<file path="src/rtl/skew_feeder.sv">
// skew_feeder: streams LEN input-buffer rows into the systolic array, delaying lane k by k cycles.
// Build macro SKEW_FEEDER_ZERO_FILL_EN: idle lanes drive zero instead of holding their last value.
module skew_feeder #(
  parameter int unsigned ROW_DIM    = 16,
  parameter int unsigned DATA_WIDTH = 8,
  parameter int unsigned ADDR_WIDTH = 10
) (
  input  logic                           clk,
  input  logic                           reset,
  input  logic                           sig_start,
  input  logic [ADDR_WIDTH-1:0]          LEN,
  input  logic [ADDR_WIDTH-1:0]          A_base_addr,
  output logic                           A_r_en,
  output logic [ADDR_WIDTH-1:0]          A_addr,
  input  logic [ROW_DIM*DATA_WIDTH-1:0]  data_in,
  output logic [ROW_DIM*DATA_WIDTH-1:0]  data_out,
  output logic [ROW_DIM-1:0]             valid_out,
  output logic                           sig_end
);

  typedef enum logic [1:0] {IDLE, READ, DRAIN, DONE} state_t;

  state_t                  state, state_nxt;
  logic [ADDR_WIDTH-1:0]   len_q;
  logic [ADDR_WIDTH-1:0]   base_q;
  logic [ADDR_WIDTH-1:0]   row_cnt;
  logic [ADDR_WIDTH-1:0]   out_cnt;
  logic                    rd_tag;
  logic                    sig_end_q;

  // Valid/data presented to each lane's output register
  logic [ROW_DIM-1:0]      lane_v;
  logic [DATA_WIDTH-1:0]   lane_d [ROW_DIM];

  always_ff @(posedge clk or negedge reset) begin
    if (!reset) state <= IDLE;
    else        state <= state_nxt;
  end

  always_comb begin
    state_nxt = state;
    unique case (state)
      IDLE:  if (sig_start) state_nxt = (LEN != '0) ? READ : DONE;
      READ:  if (row_cnt == len_q - 1'b1) state_nxt = DRAIN;
      // out_cnt counts rows already handed to the last lane, so this is the final row
      DRAIN: if (lane_v[ROW_DIM-1] && (out_cnt == len_q - 1'b1)) state_nxt = DONE;
      DONE:  state_nxt = IDLE;
      default: state_nxt = IDLE;
    endcase
  end

  always_comb begin
    A_r_en = 1'b0;
    A_addr = '0;
    if (state == READ) begin
      A_r_en = 1'b1;
      A_addr = base_q + row_cnt;
    end
  end

  // sig_end is registered off DONE, so IDLE is already live during the pulse cycle
  assign sig_end = sig_end_q;

  always_ff @(posedge clk or negedge reset) begin
    if (!reset) begin
      len_q     <= '0;
      base_q    <= '0;
      row_cnt   <= '0;
      out_cnt   <= '0;
      rd_tag    <= 1'b0;
      sig_end_q <= 1'b0;
    end else begin
      rd_tag    <= A_r_en;
      sig_end_q <= (state == DONE);
      if (state == IDLE && sig_start) begin
        len_q   <= LEN;
        base_q  <= A_base_addr;
        row_cnt <= '0;
        out_cnt <= '0;
      end else begin
        if (state == READ)     row_cnt <= row_cnt + 1'b1;
        if (lane_v[ROW_DIM-1]) out_cnt <= out_cnt + 1'b1;
      end
    end
  end

  for (genvar k = 0; k < ROW_DIM; k++) begin : g_lane
    if (k == 0) begin : g_direct
      assign lane_v[k] = rd_tag;
      assign lane_d[k] = data_in[k*DATA_WIDTH +: DATA_WIDTH];
    end else if (k == 1) begin : g_one
      logic                  vch;
      logic [DATA_WIDTH-1:0] dch;
      always_ff @(posedge clk or negedge reset) begin
        if (!reset) begin
          vch <= 1'b0;
          dch <= '0;
        end else begin
          vch <= rd_tag;
          dch <= data_in[k*DATA_WIDTH +: DATA_WIDTH];
        end
      end
      assign lane_v[k] = vch;
      assign lane_d[k] = dch;
    end else begin : g_chain
      logic [k-1:0]                 vch;
      logic [k-1:0][DATA_WIDTH-1:0] dch;
      always_ff @(posedge clk or negedge reset) begin
        if (!reset) begin
          vch <= '0;
          dch <= '0;
        end else begin
          vch <= {vch[k-2:0], rd_tag};
          dch <= {dch[k-2:0], data_in[k*DATA_WIDTH +: DATA_WIDTH]};
        end
      end
      assign lane_v[k] = vch[k-1];
      assign lane_d[k] = dch[k-1];
    end

    logic                  ov;
    logic [DATA_WIDTH-1:0] oreg;
    always_ff @(posedge clk or negedge reset) begin
      if (!reset) begin
        ov   <= 1'b0;
        oreg <= '0;
      end else begin
        ov <= lane_v[k];
`ifdef SKEW_FEEDER_ZERO_FILL_EN
        oreg <= lane_v[k] ? lane_d[k] : '0;
`else
        if (lane_v[k]) oreg <= lane_d[k];
`endif
      end
    end
    assign valid_out[k]                          = ov;
    assign data_out[k*DATA_WIDTH +: DATA_WIDTH] = oreg;
  end

endmodule

</file>
<file path="config.mk">
export PLATFORM = sky130hd
export DESIGN_NAME = skew_feeder
export DESIGN_NICKNAME = d
export VERILOG_FILES = /design/src/rtl/skew_feeder.sv
export SDC_FILE = /design/constraint.sdc
export NUM_CORES = 1
export LEC_CHECK = 0
export ABC_AREA = 1
export BUFFER_PORTS_ARGS = -buffer_cell sky130_fd_sc_hd__buf_2
export CAP_MARGIN = 20
export CORE_ASPECT_RATIO = 0.75
export CORE_MARGIN = 2
export CORE_UTILIZATION = 50
export CTS_CLUSTER_DIAMETER = 120
export DETAILED_ROUTE_END_ITERATION = 10
export PLACE_DENSITY = 0.66
export SYNTH_ARGS = -nofsm -noshare
export SYNTH_HDL_FRONTEND = slang
export SYNTH_SLANG_ARGS = --single-unit
</file>
<file path="constraint.sdc">
create_clock -name clk -period 4.1 [get_ports clk]
set_clock_uncertainty 0.2 [all_clocks]
set_input_delay 0.205 -clock clk [delete_from_list [all_inputs] [get_ports clk]]
set_output_delay 0.205 -clock clk [all_outputs]
set_load 0.005 [all_outputs]
</file>
==> results_dict.tcl <==
set metrics [dict create \
    layout_commonest_cell "dfrtp_1" \
    setup_viol 0 \
    synth-seq-cells 1148 \
    criticalPathCategory "reg -> out" \
    drt-wirelength-per-cell_um 18.05 \
    post-route-min-period_ns 3.323 \
    drt_iter0_markers 899 \
    grt_pass1_vias 17360 \
    dieArea_mm2 0.06655 \
    path_cells "ha_1 > fa_1 > nand3_1 > nand2_1 > nand2_1 > nand2_1 > a21oi_1 > nor2_1 > o21ai_0 > a21oi_1 > nor2_1 > buf_2" \
    synth_area_mm2 0.03224 \
    max_stage_delay_ns 0.43 \
    slew_headroom 0.2886 \
    clockPowerShare 0.353 \
    final_cell_mix "1148 x dfrtp_1, 305 x buf_2, 273 x dlygate4sd3_1" \
    max_slew.worst_pin.slew_ns 1.067 \
    firstDrtPassIters 7 \
    reg2reg_from "state[1]" \
    port_buffers 306 \
    hold_violations 0 \
    cp.arrival_ns 2.92 \
    seq_area_frac_synth 0.8910 \
    cts_buffers 99 \
    cp_slowest_cell "dfrtp_1" \
    p_sw_frac 0.2565 \
    power_density_mw_per_mm2 654.2 \
    internal-power_uw 19970 \
    antenna_cells 0 \
    vias_per_cell 4.600 \
    track_usage 0.1893 \
    antenna_found_initial 2 \
    place.gp.congestion 0.8112 \
    ir_drop_mv 0.4998 \
    drc_errors 0 \
    cts_max_path_buffers 3 \
    p_leak_uw 0.01917 \
    hold_ws_ns 0.03191 \
    die_h_um 223.9 \
    yosysUniqueCellTypes 32 \
    seq_power_share 0.508 \
    grt_pass1_wl_um 97050 \
    syn2layout_area_growth_pct 27.37 \
    cts_root_buf "clkbuf_16" \
    start_util 0.5065 \
    synth_nets 1862 \
    synth_flop_cell "dfrtp_1" \
    synth.avg_cell_area_um2 19.05 \
    worstPathRequired_ns 3.69 \
    final_max_slew_viol_count 0 \
    yosys.area.top_type "dfrtp_1" \
    ant_nets 0 \
    core_mm2 0.06366 \
    post-dp-hpwl_um 31360 \
    io_pins 307 \
    startpoint "row_cnt[0]" \
    cts_tree "yes" \
    cap_viol_max_count 0 \
    rows 80 \
    die_x_um 297.2 \
    post-route-util 0.6451 \
    min_path_type "in -> async" \
    cp-start-kind "register" \
    syn_inst 1693 \
    grt_setup_unrepaired "false" \
    p_comb_frac 0.139 \
    path_common_cell "nand2_1" \
    yosysWarnings 0 \
    endpoint_kind "output pin" \
    critical_path.max_fanout 5 \
    grt_max_degree 123 \
    synth_edf_count 0 \
    power.switching_uw 6891 \
    setup_tns_ns 0 \
    synth_top_area_share 0.8910 \
    min_period_over_period 0.8106 \
    max_freq_mhz 300.9 \
    path_clk_slew_ns 0.06 \
    synthTopCellsByArea "dfrtp_1 89%, mux2_2 4.5%, nand2_1 1.4%" \
    cts_sinks 1148 \
    overflow 0 \
    nNetsFinal 2527 \
    clock_latency_ns 0.67 \
    outcome "finished clean" \
    ys_async_sr_fraction 1.000 \
    drive_above_1_share 0.2609 \
    htree_levels 3 \
    wirelength_um 59460 \
    vias 15160 \
]
## timing repair
| action | 4_1_cts | 5_1_grt |
|---|---|---|
| gates resized for setup | 0 | 0 |
| hold buffers | 271 | 2 |
| hold endpoints to repair | 235 | 2 |
| buffers inserted | 0 | 0 |
## worst paths after layout
path | end | slack [ns] | depth (start not counted)
worst max-delay path | A_addr[8] | 0.78 | 12
min in group clk | g_lane[3].g_chain.dch[3] | 0.03 | 2
max in group asynchronous | g_lane[9].g_chain.dch[4] | 2.52 | 3
worst min register to register | g_lane[14].g_chain.dch[37] | 0.14 | 0
worst min-delay path | g_lane[3].g_chain.dch[5] | 0.03 | 2
worst max register to register | base_q[3] | 1.32 | 9
## per-layer routing
metal | global-route usage | vias up | share of wire
met1 | 0.2502 | 7960 | 0.41
met3 | 0.03521 | 123 | 0.040
met2 | 0.3205 | 324 | 0.52
met4 | 0.06533 | 0 | 0.029
met5 | 0 | - | 0
li1 | - | 6750 | -
## worst max-delay path, delay by kind of cell, from the launching register on
family                   cells  cell delay [ns]
AO/OA/AOI/OAI                3             0.57
adder cells (fa/ha/maj)      2             0.66
buffers and inverters        1             0.12
flip-flops                   1             0.43
AND/OR/NAND/NOR              6             0.50
## metrics by stage
stage	cell area, µm²	setup slack [ns]	cells	power (µW)
after floorplan	32240	1.825	1693	15420
after global placement	34940	1.505	2845	17040
after detailed placement	34940	1.445	2845	17210
after CTS	41050	0.7194	3293	27130
after global routing	41070	0.5934	3295	28240
final	41070	0.7766	3295	26860
## cell type report
type                       count  area (µm²)
clock buffer                 146        2924
tap                          861        1077
multi-input combinational    447        3080
sequential                  1148       28730
timing repair buffer         603        4567
fill                        4221       22590
clock inverter                31       469.2
inverter                      59       221.5
## registers in the layout, summed over array words and instances (netlist names)
name / cells
g_lane.g_chain.dch: 952
g_lane.oreg: 128
state: 2
row_cnt: 10
out_cnt: 10
rd_tag: 1
g_lane.g_one.dch: 8
sig_end: 1
len_q: 10
g_lane.ov: 2
g_lane.g_chain.vch: 14
base_q: 10
## kinds of logic after synthesis
group / count (synthesis) / share of synthesized area
mux: 128 / 0.04470
xor+xnor: 3 / 0.0008150
flops: 1148 / 0.8910
buf+inv: 98 / 0.01350
compound gates: 62 / 0.01017
fa+ha+maj: 18 / 0.007218
simple gates: 236 / 0.03264
## power by group through the flow
stage / Sequential, µW / Combinational, µW / Clock [µW]
floorplan: 13500 / 1960 / 0
global placement: 13700 / 3300 / 0
detailed placement: 13800 / 3380 / 0
CTS: 13700 / 3750 / 9710
global route: 13800 / 4110 / 10300
finish: 13700 / 3730 / 9470
## synth_stat cells, types with 2 or more instances
cell type  number
nand4_1         7
ha_1           17
clkbuf_1       22
inv_2           5
o21ai_0        30
nand3_1        44
a21oi_1        25
nor3_2          2
mux2_2        128
inv_1          53
a31oi_1         2
dfrtp_1      1148
nor2_1         39
nand2_1       119
nand2_2         3
buf_4          16
xor2_1          3
nor4_1          3
nand3b_1        4
nand3_2         3
nor2_2          3
nor3_1          6
a21o_1          2
Note: power is estimated with default switching activity, not from simulation.
